## src/rtl/rx_symbol_decoder.sv

```systemverilog
// Receive-side symbol decoder: classifies joined bytes into 4-bit symbol codes,
// tracks packet/ordered-set framing, reports packet length and SKP ordered-set count.
module rx_symbol_decoder #(
  parameter int unsigned MAX_LEN  = 32,
  parameter int unsigned LEN_W    = 6,
  parameter int unsigned DLLP_LEN = 6,
  parameter logic [7:0]  SYM_COM  = 8'hBC,
  parameter logic [7:0]  SYM_PAD  = 8'hF7,
  parameter logic [7:0]  SYM_SKP  = 8'h1C,
  parameter logic [7:0]  SYM_STP  = 8'hFB,
  parameter logic [7:0]  SYM_SDP  = 8'h5C,
  parameter logic [7:0]  SYM_END  = 8'hFD,
  parameter logic [7:0]  SYM_EDB  = 8'hFE,
  parameter logic [7:0]  SYM_FTS  = 8'h3C,
  parameter logic [7:0]  SYM_IDL  = 8'h7C
) (
  input  logic             CLK,
  input  logic             reset,
  input  logic             ENB,
  input  logic [7:0]       IN_DATA,
  input  logic             IN_VALID,
  output logic [7:0]       OUT_DATA,
  output logic [3:0]       OUT_CTRL,
  output logic             OUT_VALID,
  output logic             OUT_SOP,
  output logic             OUT_EOP,
  output logic             OUT_NULL,
  output logic             OUT_ERR,
  output logic [LEN_W-1:0] OUT_PKT_LEN,
  output logic [7:0]       OUT_SKP_CNT,
  output logic [1:0]       OUT_STATE
);

  localparam logic [3:0] C_DATA = 4'd0;
  localparam logic [3:0] C_COM  = 4'd1;
  localparam logic [3:0] C_PAD  = 4'd2;
  localparam logic [3:0] C_SKP  = 4'd3;
  localparam logic [3:0] C_STP  = 4'd4;
  localparam logic [3:0] C_SDP  = 4'd5;
  localparam logic [3:0] C_END  = 4'd6;
  localparam logic [3:0] C_EDB  = 4'd7;
  localparam logic [3:0] C_FTS  = 4'd8;
  localparam logic [3:0] C_IDL  = 4'd9;

  localparam logic [LEN_W-1:0] MAX_LEN_L  = LEN_W'(MAX_LEN);
  localparam logic [LEN_W-1:0] DLLP_LEN_L = LEN_W'(DLLP_LEN);
  localparam logic [LEN_W-1:0] LEN_ONE    = LEN_W'(1);
  localparam logic [1:0]       OS_LAST    = 2'd2;

  typedef enum logic [1:0] {
    ST_IDLE = 2'd0,
    ST_OS   = 2'd1,
    ST_TLP  = 2'd2,
    ST_DLLP = 2'd3
  } state_t;

  state_t           state, state_nxt;
  logic [LEN_W-1:0] len_q, len_nxt;
  logic [3:0]       os_type_q, os_type_nxt;
  logic [1:0]       os_cnt_q, os_cnt_nxt;
  logic [7:0]       skp_cnt_nxt;
  logic [LEN_W-1:0] pkt_len_nxt;
  logic             sop_nxt, eop_nxt, null_nxt, err_nxt;
  logic             idle_proc;
  logic             accept_c;
  logic [3:0]       code_c;

  assign accept_c = ENB & IN_VALID;

  // Inside a packet only END/EDB are control; elsewhere match the full symbol set
  always_comb begin
    code_c = C_DATA;
    if (state == ST_TLP || state == ST_DLLP) begin
      if (IN_DATA == SYM_END)      code_c = C_END;
      else if (IN_DATA == SYM_EDB) code_c = C_EDB;
    end else begin
      case (IN_DATA)
        SYM_COM: code_c = C_COM;
        SYM_PAD: code_c = C_PAD;
        SYM_SKP: code_c = C_SKP;
        SYM_STP: code_c = C_STP;
        SYM_SDP: code_c = C_SDP;
        SYM_END: code_c = C_END;
        SYM_EDB: code_c = C_EDB;
        SYM_FTS: code_c = C_FTS;
        SYM_IDL: code_c = C_IDL;
        default: code_c = C_DATA;
      endcase
    end
  end

  // Framing next-state; a broken ordered set falls through to IDLE handling of the same byte
  always_comb begin
    state_nxt   = state;
    len_nxt     = len_q;
    os_type_nxt = os_type_q;
    os_cnt_nxt  = os_cnt_q;
    skp_cnt_nxt = OUT_SKP_CNT;
    pkt_len_nxt = OUT_PKT_LEN;
    sop_nxt     = 1'b0;
    eop_nxt     = 1'b0;
    null_nxt    = 1'b0;
    err_nxt     = 1'b0;
    idle_proc   = 1'b0;

    case (state)
      ST_IDLE: idle_proc = 1'b1;

      ST_OS: begin
        if (os_cnt_q == 2'd0) begin
          if (code_c == C_SKP || code_c == C_FTS || code_c == C_IDL) begin
            os_type_nxt = code_c;
            os_cnt_nxt  = 2'd1;
          end else begin
            err_nxt   = 1'b1;
            idle_proc = 1'b1;
          end
        end else if (code_c == os_type_q) begin
          if (os_cnt_q == OS_LAST) begin
            state_nxt  = ST_IDLE;
            os_cnt_nxt = 2'd0;
            if (os_type_q == C_SKP && OUT_SKP_CNT != 8'hFF)
              skp_cnt_nxt = OUT_SKP_CNT + 8'd1;
          end else begin
            os_cnt_nxt = os_cnt_q + 2'd1;
          end
        end else begin
          err_nxt   = 1'b1;
          idle_proc = 1'b1;
        end
      end

      ST_TLP: begin
        if (code_c == C_END || code_c == C_EDB) begin
          eop_nxt     = 1'b1;
          null_nxt    = (code_c == C_EDB);
          err_nxt     = (len_q == '0);
          pkt_len_nxt = len_q;
          state_nxt   = ST_IDLE;
        end else if (len_q == MAX_LEN_L) begin
          err_nxt   = 1'b1;
          state_nxt = ST_IDLE;
        end else begin
          len_nxt = len_q + LEN_ONE;
        end
      end

      ST_DLLP: begin
        if (code_c == C_END || code_c == C_EDB) begin
          eop_nxt     = 1'b1;
          null_nxt    = (code_c == C_EDB);
          err_nxt     = (code_c == C_EDB) || (len_q != DLLP_LEN_L);
          pkt_len_nxt = len_q;
          state_nxt   = ST_IDLE;
        end else if (len_q == DLLP_LEN_L) begin
          err_nxt   = 1'b1;
          state_nxt = ST_IDLE;
        end else begin
          len_nxt = len_q + LEN_ONE;
        end
      end

      default: state_nxt = ST_IDLE;
    endcase

    if (idle_proc) begin
      state_nxt = ST_IDLE;
      case (code_c)
        C_COM: begin
          state_nxt   = ST_OS;
          os_type_nxt = C_DATA;
          os_cnt_nxt  = 2'd0;
        end
        C_STP: begin
          state_nxt = ST_TLP;
          sop_nxt   = 1'b1;
          len_nxt   = '0;
        end
        C_SDP: begin
          state_nxt = ST_DLLP;
          sop_nxt   = 1'b1;
          len_nxt   = '0;
        end
        C_PAD, C_IDL: ;
        default: err_nxt = 1'b1;
      endcase
    end
  end

  // State and output registers; pulses clear on any non-accepted cycle
  always_ff @(posedge CLK or posedge reset) begin
    if (reset) begin
      state       <= ST_IDLE;
      len_q       <= '0;
      os_type_q   <= C_DATA;
      os_cnt_q    <= 2'd0;
      OUT_DATA    <= 8'd0;
      OUT_CTRL    <= 4'd0;
      OUT_VALID   <= 1'b0;
      OUT_SOP     <= 1'b0;
      OUT_EOP     <= 1'b0;
      OUT_NULL    <= 1'b0;
      OUT_ERR     <= 1'b0;
      OUT_PKT_LEN <= '0;
      OUT_SKP_CNT <= 8'd0;
    end else begin
      OUT_VALID <= 1'b0;
      OUT_SOP   <= 1'b0;
      OUT_EOP   <= 1'b0;
      OUT_NULL  <= 1'b0;
      OUT_ERR   <= 1'b0;
      if (accept_c) begin
        state       <= state_nxt;
        len_q       <= len_nxt;
        os_type_q   <= os_type_nxt;
        os_cnt_q    <= os_cnt_nxt;
        OUT_DATA    <= IN_DATA;
        OUT_CTRL    <= code_c;
        OUT_VALID   <= 1'b1;
        OUT_SOP     <= sop_nxt;
        OUT_EOP     <= eop_nxt;
        OUT_NULL    <= null_nxt;
        OUT_ERR     <= err_nxt;
        OUT_PKT_LEN <= pkt_len_nxt;
        OUT_SKP_CNT <= skp_cnt_nxt;
      end
    end
  end

  assign OUT_STATE = state;

endmodule

```

## config.mk

```make
export PLATFORM = sky130hd
export DESIGN_NAME = rx_symbol_decoder
export DESIGN_NICKNAME = d
export VERILOG_FILES = /design/src/rtl/rx_symbol_decoder.sv
export SDC_FILE = /design/constraint.sdc
export NUM_CORES = 1
export LEC_CHECK = 0
export CAP_MARGIN = 20
export CORE_UTILIZATION = 46
export CTS_CLUSTER_DIAMETER = 60
export CTS_CLUSTER_SIZE = 24
export DETAILED_ROUTE_END_ITERATION = 12
export HOLD_SLACK_MARGIN = 0.05
export PLACE_DENSITY = 0.69
export SETUP_SLACK_MARGIN = 0.05
export SKIP_CTS_REPAIR_TIMING = 1
export SLEW_MARGIN = 20
export SYNTH_ARGS = -nofsm -noshare
export SYNTH_HDL_FRONTEND = slang
export SYNTH_SLANG_ARGS = --single-unit
export TNS_END_PERCENT = 30
```

## constraint.sdc

```tcl
create_clock -name CLK -period 3.25 [get_ports CLK]
set_clock_uncertainty 0.15 [all_clocks]
set_input_delay 0.4875 -clock CLK [delete_from_list [all_inputs] [get_ports CLK]]
set_output_delay 0.4875 -clock CLK [all_outputs]
set_load 0.1 [all_outputs]
```

======== After elaboration in Yosys (flattened, before gate mapping) ========
Index checks and enable logic that the tools add are counted.
storage, ports and cells
  register bits ........................... 45
  input bits .............................. 12
  output and inout port bits .............. 33
  word-level logic and storage cells ...... 122
cells by class
  add/subtract/negate cells ............... 3
  eq/ne operators ......................... 33
  multiplexer cells ....................... 55
  bitwise logic cells ..................... 2
  reductions and logical operators ........ 16
operators by type and width
  cell                                                              count
  8-bit == test (second input constant)                             5
  6-bit 2-to-1 mux                                                  6
  4-bit one-hot mux with 9 select lines                             1
  2-bit 2-to-1 mux                                                  15
  4-bit 2-to-1 mux                                                  6
  1-bit 2-to-1 mux                                                  20
  4-bit by 3-bit == test with 1-bit output (second input constant)  4
  8-bit by 7-bit == test with 1-bit output (second input constant)  2
  4-bit by 2-bit == test with 1-bit output (second input constant)  3
  2-bit one-hot mux with 3 select lines                             2
  6-bit one-hot mux with 2 select lines                             1
  3-bit != test (second input constant)                             3
  8-bit by 1-bit adder with 8-bit output (second input constant)    1
  4-bit == test (second input constant)                             2
  8-bit by 5-bit == test with 1-bit output (second input constant)  1
  8-bit by 6-bit == test with 1-bit output (second input constant)  1
  4-bit by 2-bit != test with 1-bit output (second input constant)  2
  8-bit != test (second input constant)                             1
  7-bit AND reduction                                               1
  6-bit by 1-bit adder with 6-bit output (second input constant)    1
  2-bit == test (second input constant)                             3
  6-bit by 3-bit == test with 1-bit output (second input constant)  1
  6-bit == test (second input constant)                             1
  6-bit logical NOT                                                 1
  other kinds (18)                                                  25

======== Logic depth before layout (Yosys ltp) ========
Gate-level depths: netlist of run 1.
  word-level depth ........................ 13
  mapped depth ............................ 9
  gate-level depth less buffers ........... 9

======== Worst setup path before layout of run 1 ========
OpenSTA, ideal clock, no wires.
  path kind ............................... register to register
  start point ............................. register state[1], in the netlist OUT_STATE[1]
  end point ............................... register OUT_SKP_CNT[1]
  setup time .............................. 0.126 ns
  arrival ................................. 2.936 ns
  required time ........................... 2.974 ns
  setup slack ............................. 0.039 ns
  cell stages (with the launch flop) ...... 7
  buffers on the path ..................... 0
  period minus slack after synthesis ...... 3.211 ns
  cell sequence ........................... dfrtp_1 > or4b_4 > o31ai_2 > o311ai_1 > or3b_4 > nor4_4 > mux2_2
between the ends
  longest elaborated chain between the ends .. 5
  elaborated cells on any way between the ends .. 7
  those cells by class .................... 4 x eq/ne; 1 x mux; 2 x reduce/logical
ends and longest elaborated chain
  item                                      line  source
  start: declaration                        57    state_t state, state_nxt;
  start signal: assignment                  213   state <= state_nxt;
  2-bit == test                             73    if (state == ST_TLP || state == ST_DLLP) begin
  1-bit logical OR                          73
  4-bit 2-to-1 mux                          73
  4-bit == test                             118   end else if (code_c == os_type_q) begin
  6-bit AND reduction (no source line) (*)  n/a
  end signal: assignment                    225   OUT_SKP_CNT <= skp_cnt_nxt;
  end: declaration                          30    output logic [7:0] OUT_SKP_CNT,
Mark *: on every way between the ends. The rest lies on a longest branch, timed or not.
A chain may end at the register's enable or synchronous reset.

======== Worst setup path after layout of run 1 ========
  start point ............................. input IN_DATA[1]
  end point ............................... register OUT_SKP_CNT[1]
between the ends
  longest elaborated chain between the ends .. 6
  elaborated cells on any way between the ends .. 15
  those cells by class .................... 10 x eq/ne; 4 x mux; 1 x reduce/logical
ends and longest elaborated chain
  item                                                                                           line  source
  start: declaration                                                                             20    input logic [7:0] IN_DATA,
  parallel branches: the longest is 3 deep, another holds 4-bit one-hot mux with 9 select lines  n/a
  4-bit 2-to-1 mux (*)                                                                           73
  4-bit == test (*)                                                                              118
  6-bit AND reduction (no source line) (*)                                                       n/a
Every way passes the cells marked *.

==> metrics, run 1 <==
internal power 0.943 mW; top cell type by total area after synthesis dfrtp_1; Root Driver clkbuf_8; Routability Congestion 0.834; Final Instance Area 0.00317 mm^2; drt pass-1 iters 5; Die Y 75.8 um; Mean Syn Cell Area 9.32 um^2; GR Util met2 33.6%; CP required 3.29 ns; RSZ-0062 raised after global routing false; R2R Setup Slk 0.45 ns; grt met1 use 29.2%; met3 Use GR 4.50%; sequential share of the synthesized area 44.9%; Die X-Extent 75.8 um; vias in the first global route 1929; sequential power share 43.9%; R2R Path End OUT_SKP_CNT[1]; Seq cells post-synth 45; clock latency on the worst-skew pair 0.30 ns; Reg2Reg Depth 7; Cell Rows 26; Synth cell types 55; initial core utilization 48.5%; Crit Path Class in2reg; WL/cell 14.6 um; asr flop ratio synth 100%; Critical Path End Type flop; DP Worst Slack -0.154 ns; FF-to-FF Start OUT_STATE[1]; synth-to-layout area growth 26.3%; yosys warns 0; Rel. slew slack 58.2%; critical path arrival 3.14 ns; Post-Place Cell Area 0.00303 mm^2; clock power share 37.5%; setup_tns 0 ns; gr busiest metal met2; Detailed Route WL 5790 um; Combinational Power Share 18.7%; die outline area 0.00575 mm^2; Setup Viol. Count Final 0; final hold violation count 0; syn nets 285; Final Max Tran Viols 0; initial antenna violation count 0; WHS Path Cells 2; maximum number of pins on one net before global-route repair 36; # diodes 0; fmax 0.323 GHz; I/O Pins 45; global-route wire length before repair 9160 um; HP Class reg2reg; clock sink count 45; CTS tree yes; Detailed Place HPWL 4200 um; drt drc 0; Sw Share 29.6%; status completed; clk slew on worst S/H paths 0.09 ns; leakage power 1.45 nW; Power Density 422 mW/mm^2; Synth Flop Type dfrtp_1; H-tree depth 2; final worst path period share 95.3%; Psw 0.396 mW; gr ovfl total 0; Via density 5.54; number of flops mapped to enable cells by yosys 0; Slew @ Worst Pin 0.626 ns; nets 342; hold endpoint OUT_DATA[4]; top-area cell type share of the netlist area 44.9%; Final Critical Period 3.10 ns; Synth Instances 269; Final Worst Setup Slack 0.154 ns; Max IR drop VDD 0.303 mV; worst hold start OUT_DATA[4]; cts bufs inserted 5; startpoint types input pin; Post-synth top cells nand2_1, dfrtp_1, nor2_1; clock buffer depth 2; Total GRT Usage 21.4%; Port Buffers 44; Vias 2201; main area contributors after synthesis dfrtp_1, nand2_1, mux2_2; most instantiated library cell after synthesis nand2_1; total of max-cap violations 0; Post-Synthesis Cell Area 0.00251 mm^2; share of cells above drive strength 1 23.9%; antenna-violating nets left 0; core area 0.00517 mm^2; Crit Path Max Fanout 8; drt initial violations 147
[cells by family (layout without fill, tap and decap cells)]
logic type / count (synthesis) / count (layout) / share of synthesized area (%)
XOR/XNOR: 11 / 11 / 4.14
multiplexers: 7 / 7 / 3.14
AND/OR/NAND/NOR: 133 / 133 / 29.1
adder cells (fa/ha/maj): 4 / 4 / 2.00
AO/OA/AOI/OAI: 50 / 50 / 13.5
buffers and inverters: 19 / 77 / 3.24
flip-flops: 45 / 45 / 44.9
[worst max path at each step]
stage                                 to  slack [ns]    startpoint
after detailed placement  OUT_SKP_CNT[1]       -0.15    IN_DATA[1]
after CTS                 OUT_SKP_CNT[1]        0.17    IN_DATA[1]
after global placement    OUT_SKP_CNT[1]       -0.13    IN_DATA[1]
after floorplan           OUT_SKP_CNT[1]        0.28  OUT_STATE[1]
final                     OUT_SKP_CNT[1]        0.15    IN_DATA[1]
after global routing      OUT_SKP_CNT[1]        0.06    IN_DATA[1]
[through the flow]
| step | power, mW | cells | utilization (%) | hold WS (ns) |
|---|---|---|---|---|
| 5_1_grt | 1.39 | 397 | 61.2 | 0.369 |
| 6_report | 1.34 | 397 | 61.2 | 0.332 |
| 2_1_floorplan | 0.780 | 269 | - | 0.380 |
| 3_5_place_dp | 0.849 | 389 | 58.7 | 0.316 |
| 4_1_cts | 1.35 | 397 | 61.2 | 0.338 |
| 3_3_place_gp | 0.847 | 389 | 58.7 | 0.311 |
[state kept, by name (all words and copies together) (netlist names), 2 cells and up]
name         count
OUT_CTRL         4
OUT_DATA         8
OUT_PKT_LEN      6
OUT_SKP_CNT      8
OUT_STATE        2
len_q            6
os_cnt_q         2
os_type_q        4
[power by group through the flow]
stage,registers (mW),clock network [mW],logic [mW]
floorplan,0.718,0,0.0617
global placement,0.598,0,0.249
detailed placement,0.598,0,0.251
CTS,0.587,0.513,0.251
global route,0.590,0.538,0.265
finish,0.587,0.501,0.250
[per-layer routing]
metal,vias to the layer above,share of wire (%)
li1,1081,-
met1,1052,47
met2,62,48
met3,6,4.5
met4,0,1.0
met5,-,0
[final cells by class]
type	count	area, um^2
fillers	469	2000
clock buffers	5	68.8
inverters	7	26.3
clock inverters	3	65.1
well taps	70	87.6
flip-flops and latches	45	1130
multi-input cells	205	1300
repair buffers	62	493
[worst max-delay path, stage by stage]
cell             delay (ns)
clkdlybuf4s50_1        0.52
or4b_4                 0.57
o31ai_2                0.18
o311ai_1               0.12
or3b_4                 0.47
nor4_4                 0.26
buf_4                  0.19
mux2_2                 0.33
[cells in the final DEF, fill, tap and decap left out, drive strengths merged, types with 9 or more instances in the layout]
cell type | synthesis | routed
nand2 | 49 | 49
dfrtp | 45 | 45
nor2 | 15 | 15
buf | 4 | 51
a21oi | 10 | 10
nor3 | 9 | 9
clkdlybuf4s50 | 0 | 11
o21ai | 11 | 11
Power figures use the tool's default switching activity.
==> inputs of run 2 (changes only) <==
--- a/config.mk
+++ b/config.mk
@@ -6,6 +6,7 @@
 export NUM_CORES = 1
 export LEC_CHECK = 0
 export CAP_MARGIN = 20
+export CORE_ASPECT_RATIO = 0.6
 export CORE_UTILIZATION = 46
 export CTS_CLUSTER_DIAMETER = 60
 export CTS_CLUSTER_SIZE = 24
==> constraint.sdc (replaced) <==
create_clock -name CLK -period 3.6 [get_ports CLK]
set_clock_uncertainty 0.15 [all_clocks]
set_input_delay 0.54 -clock CLK [delete_from_list [all_inputs] [get_ports CLK]]
set_output_delay 0.54 -clock CLK [all_outputs]
set_load 0.1 [all_outputs]
==> metrics, run 2 (synthesized netlist as in run 1, its figures left out) <==
antenna-violating nets left 0 (unchanged); HP Class reg2reg (unchanged); Critical Path End Type flop (unchanged); worst path cell trace clkdlybuf4s50_1 > nor4bb_1 > a21oi_1 > o21ai_1 > xor2_1 > nor4_4 > or2_0 > a221o_1 (was clkdlybuf4s50_1 > or4b_4 > o31ai_2 > o311ai_1 > or3b_4 > nor4_4 > buf_4 > mux2_2); Setup Viol. Count Final 0 (unchanged); Final Worst Setup Slack 0.385 ns (was 0.154 ns); CTS tree yes (unchanged); core area 0.00515 mm^2 (was 0.00517 mm^2); leakage power 1.34 nW (was 1.45 nW); final hold violation count 0 (unchanged); Final Critical Period 3.22 ns; nets 336 (was 342); RSZ-0062 raised after global routing false (unchanged); Slew @ Worst Pin 0.978 ns (was 0.626 ns); status completed (unchanged); Crit Path Max Fanout 8 (unchanged); sequential power share 48.4% (was 43.9%); Root Driver clkbuf_8 (unchanged); total of max-cap violations 0 (unchanged); Buf/Inv on CP 1 (was 2); internal power 0.719 mW (was 0.943 mW); clk slew on worst S/H paths 0.09 ns (about the same); Combinational Power Share 21.0% (was 18.7%); Detailed Route WL 6240 um (was 5790 um); fillcell total 447 (was 469); startpoint types input pin (unchanged); Worst path depth 8 (unchanged); maximum number of pins on one net before global-route repair 36 (unchanged); Sw Share 34.3% (was 29.6%); Via density 5.76 (was 5.54); final worst path period share 89.3%; Power Total 1.09 mW (was 1.34 mW); WHS Path Cells 2 (unchanged); Die X-Extent 97.3 um (was 75.8 um); I/O Pins 45 (unchanged); cts bufs inserted 5 (unchanged); # diodes 0 (unchanged); synth-to-layout area growth 25.8% (was 26.3%); Max IR drop VDD 0.278 mV (was 0.303 mV); crit path max-delay cell type clkdlybuf4s50_1 (was or4b_4); vias in the first global route 1988 (was 1929); Die Y 59.2 um (was 75.8 um); clock buffer depth 2 (unchanged); clock sink count 45 (unchanged); Reg2Reg Depth 7 (unchanged); Power Density 347 mW/mm^2 (was 422 mW/mm^2); Detailed Place HPWL 4570 um (was 4200 um); most common cell after layout, fill and taps aside nand2_1 (was buf_4); DP Worst Slack 0.0797 ns (was -0.154 ns); Placed Cells incl. Taps 379 (was 389); clock latency on the worst-skew pair 0.32 ns (was 0.30 ns); drt initial violations 163 (was 147); Final Instance Area 0.00315 mm^2 (was 0.00317 mm^2); WL/cell 16.1 um (was 14.6 um); crit-path max cell delay 0.60 ns (was 0.57 ns); Cell Rows 20 (was 26); Port Buffers 44 (unchanged); Rel. slew slack 34.6% (was 58.2%); Core Util, Final 61.2% (about the same); clock power share 30.6% (was 37.5%); CP required 3.64 ns (was 3.29 ns); drt drc 0 (unchanged); Post-Place Cell Area 0.00306 mm^2 (was 0.00303 mm^2); critical path arrival 3.26 ns (was 3.14 ns); Routability Congestion 0.968 (was 0.834); global-route wire length before repair 10300 um (was 9160 um); Hold WS 0.336 ns (was 0.332 ns); setup_tns 0 ns (unchanged); most frequent cells in the layout nand2_1, dfrtp_1, clkdlybuf4s50_1, nor2_1, buf_4 (was buf_4, nand2_1, dfrtp_1, nor2_1, clkdlybuf4s50_1); drt pass-1 iters 4 (was 5); initial antenna violation count 0 (unchanged); die outline area 0.00576 mm^2 (was 0.00575 mm^2); gr ovfl total 0 (unchanged); fmax 0.311 GHz; H-tree depth 2 (unchanged); share of cells above drive strength 1 12.1% (was 23.9%); initial core utilization 48.6% (was 48.5%); Crit Path Class in2reg (unchanged); Psw 0.376 mW (was 0.396 mW); Vias 2230 (was 2201); Final Max Tran Viols 0 (unchanged); Top delay family on crit path simple AND/OR/NAND/NOR gates (unchanged); Total GRT Usage 23.2% (was 21.4%); Regs by FF count OUT_DATA: 8 flops, OUT_SKP_CNT: 8 flops (unchanged); Finished Layout Cells 387 (was 397)
run 2: changes by cell type in the layout (fill, tap and decap cells not counted), sizes merged:
cell	previous run	this run
clkdlybuf4s50	11	42
buf	51	14
clkinv	1	2
clkinvlp	0	1
bufinv	2	0
run 2: final cells by class:
cell class | instances | area [um^2] | area share (%)
clock inverters | 3 | 25.0 | 0.793
multi-input cells | 205 | 1300 | 41.2
clock buffers | 5 | 68.8 | 2.18
well taps | 66 | 82.6 | 2.62
flip-flops and latches | 45 | 1130 | 35.7
repair buffers | 56 | 526 | 16.7
inverters | 7 | 26.3 | 0.833
run 2: path summary, 6_finish.rpt:
path / startpoint / to / slack (ns)
max reg2reg: OUT_STATE[1] / len_q[0] / 0.65
min in group asynchronous: reset / OUT_PKT_LEN[2] / 0.45
max: IN_DATA[0] / len_q[0] / 0.38
max in group asynchronous: reset / OUT_PKT_LEN[1] / 2.08
min reg2reg: OUT_DATA[0] / OUT_DATA[0] / 0.34
min: OUT_DATA[0] / OUT_DATA[0] / 0.34
run 2: routing by layer:
metal  up-vias  GRT usage [%]  part of all wire, %
li1       1071              -                    -
met1      1070           36.5                   52
met2        82           31.9                   38
met3         7           5.31                  8.7
met4         0           5.67                  1.0
met5         -              0                    0
run 2: tightest hold or removal path: stages, from the launching register on:
cell and delay (ns):
dfrtp_1 0.35, nand2_1 0.05, nand2_1 0.06
run 2: power groups by stage:
| stage | sequential [mW] | combinational, mW | clock [mW] |
|---|---|---|---|
| after global routing | 0.532 | 0.241 | 0.364 |
| after floorplan | 0.648 | 0.0557 | 0 |
| after global placement | 0.539 | 0.229 | 0 |
| after detailed placement | 0.540 | 0.230 | 0 |
| final | 0.530 | 0.230 | 0.335 |
| after CTS | 0.530 | 0.231 | 0.340 |
==> inputs of run 3 (changes only) <==
==> constraint.sdc (replaced) <==
create_clock -name CLK -period 3.6 [get_ports CLK]
set_clock_uncertainty 0.15 [all_clocks]
set_input_delay 0.72 -clock CLK [delete_from_list [all_inputs] [get_ports CLK]]
set_output_delay 0.72 -clock CLK [all_outputs]
set_load 0.1 [all_outputs]
==> metrics, run 3 (synthesized netlist as in run 1, its figures left out) <==
status completed (unchanged); CTS tree yes (unchanged); RSZ-0062 raised after global routing false (unchanged); sequential power share 48.7% (was 48.4%); Port Buffers 44 (unchanged); Detailed Route WL 6500 um (was 6240 um); die outline area 0.00576 mm^2 (unchanged); cts bufs inserted 5 (unchanged); critical path arrival 3.47 ns (was 3.26 ns); vias in the first global route 2126 (was 1988); grt met1 use 39.5% (was 36.5%); Sw Share 34.3% (about the same); setup_tns 0 ns (unchanged); Die X-Extent 97.3 um (unchanged); Final Critical Period 3.38 ns (was 3.22 ns); core area 0.00515 mm^2 (unchanged); clock sink count 45 (unchanged); global-route wire length before repair 11000 um (was 10300 um); crit-path max cell delay 0.63 ns (was 0.60 ns); Critical Path End Type flop (unchanged); total of max-cap violations 0 (unchanged); R2R Path End OUT_STATE[0] (was len_q[0]); FF-to-FF Start OUT_STATE[1] (unchanged); clock latency on the worst-skew pair 0.30 ns (was 0.32 ns); Routability Congestion 0.919 (was 0.968); Die Y 59.2 um (unchanged); share of cells above drive strength 1 17.0% (was 12.1%); most frequent cells in the layout nand2_1, dfrtp_1, buf_4, clkdlybuf4s50_1, nor2_1 (was nand2_1, dfrtp_1, clkdlybuf4s50_1, nor2_1, buf_4); Final Max Tran Viols 0 (unchanged); GR Util met2 34.4% (was 31.9%); CP required 3.69 ns (was 3.64 ns); HP Class reg2reg (unchanged); Detailed Place HPWL 4760 um (was 4570 um); met3 Use GR 4.83% (was 5.31%); crit path launch IN_DATA[0] (unchanged); internal power 0.715 mW (was 0.719 mW); gr busiest metal met1 (unchanged); Root Driver clkbuf_8 (unchanged); Crit Path Class in2reg (unchanged); leakage power 1.38 nW (was 1.34 nW); I/O Pins 45 (unchanged); Max IR drop VDD 0.164 mV (was 0.278 mV); gr ovfl total 0 (unchanged); startpoint types input pin (unchanged); worst path cell trace clkdlybuf4s50_1 > nor4bb_1 > a21oi_1 > o21ai_1 > xor2_1 > buf_4 > or2_2 > o311ai_0 > a21o_1 (was clkdlybuf4s50_1 > nor4bb_1 > a21oi_1 > o21ai_1 > xor2_1 > nor4_4 > or2_0 > a221o_1); Total GRT Usage 24.9% (was 23.2%); drt pass-1 iters 4 (unchanged); Cell Rows 20 (unchanged); clk slew on worst S/H paths 0.10 ns (was 0.09 ns); fmax 0.296 GHz (was 0.311 GHz); Reg2Reg Depth 9 (was 7); H-tree depth 2 (unchanged); initial antenna violation count 0 (unchanged); drt drc 0 (unchanged); R2R Setup Slk 0.72 ns (was 0.65 ns); antenna-violating nets left 0 (unchanged); final worst path period share 93.8% (was 89.3%); WL/cell 16.7 um (was 16.1 um); Combinational Power Share 21.0% (about the same); Critical Path End OUT_STATE[0] (was len_q[0]); Psw 0.374 mW (was 0.376 mW); Crit Path Max Fanout 8 (unchanged); final hold violation count 0 (unchanged); maximum number of pins on one net before global-route repair 46 (was 36); clock buffer depth 2 (unchanged); drt initial violations 200 (was 163); Setup Viol. Count Final 0 (unchanged); most common cell after layout, fill and taps aside nand2_1 (unchanged); Slew @ Worst Pin 0.976 ns (was 0.978 ns); Power Density 347 mW/mm^2 (about the same); # diodes 0 (unchanged); Regs by FF count OUT_DATA: 8 flops, OUT_SKP_CNT: 8 flops (unchanged); Via density 5.80 (was 5.76); Vias 2261 (was 2230); initial core utilization 48.6% (unchanged); Rel. slew slack 34.8% (was 34.6%); Core Util, Final 60.9% (was 61.2%); clock power share 30.3% (was 30.6%); Power Total 1.09 mW (about the same); synth-to-layout area growth 25.2% (was 25.8%); nets 339 (was 336); crit path max-delay cell type clkdlybuf4s50_1 (unchanged)
## run 3: worst min-delay path by stage
stage / from / end / slack (ns) / cells past startpoint
after floorplan: os_type_q[1] / os_type_q[1] / 0.38 / 2
after global placement: OUT_DATA[4] / OUT_DATA[4] / 0.31 / 2
after detailed placement: OUT_DATA[4] / OUT_DATA[4] / 0.32 / 2
after CTS: OUT_DATA[4] / OUT_DATA[4] / 0.34 / 2
after global routing: OUT_DATA[2] / OUT_DATA[2] / 0.36 / 2
final: OUT_DATA[4] / OUT_DATA[4] / 0.34 / 2
## run 3: worst max-delay path: cells and delay by family
kind            cells  cell delay, ns
simple gates        2            0.69
xor+xnor            1            0.19
buf+inv             2            0.83
compound gates      4            1.03
## run 3: area by class of cell
class	count	area [um^2]
fillers	471	2010
clock buffers	5	68.8
clock inverters	3	21.3
inverters	7	26.3
repair buffers	59	515
flip-flops and latches	45	1130
well taps	66	82.6
multi-input cells	205	1300
## run 3: through the flow
stage	worst slack (ns)	instance area, um^2	hold WS (ns)	instances
2_1_floorplan	0.389	2510	0.380	269
3_3_place_gp	-0.0345	3050	0.309	382
3_5_place_dp	-0.0331	3050	0.316	382
4_1_cts	0.276	3140	0.339	390
5_1_grt	0.170	3140	0.365	390
6_report	0.223	3140	0.338	390
## run 3: power groups by stage
stage	Sequential [mW]	Combinational, mW	Clock [mW]
detailed placement	0.540	0.229	0
CTS	0.531	0.230	0.334
finish	0.531	0.229	0.330
floorplan	0.648	0.0557	0
global route	0.533	0.241	0.362
global placement	0.539	0.227	0
## run 3: routing by layer
layer  wire [um]  share of wire [%]
met1        3270                 50
met2        2650                 41
met3         541                8.3
met4          41               0.63
met5           0                  0
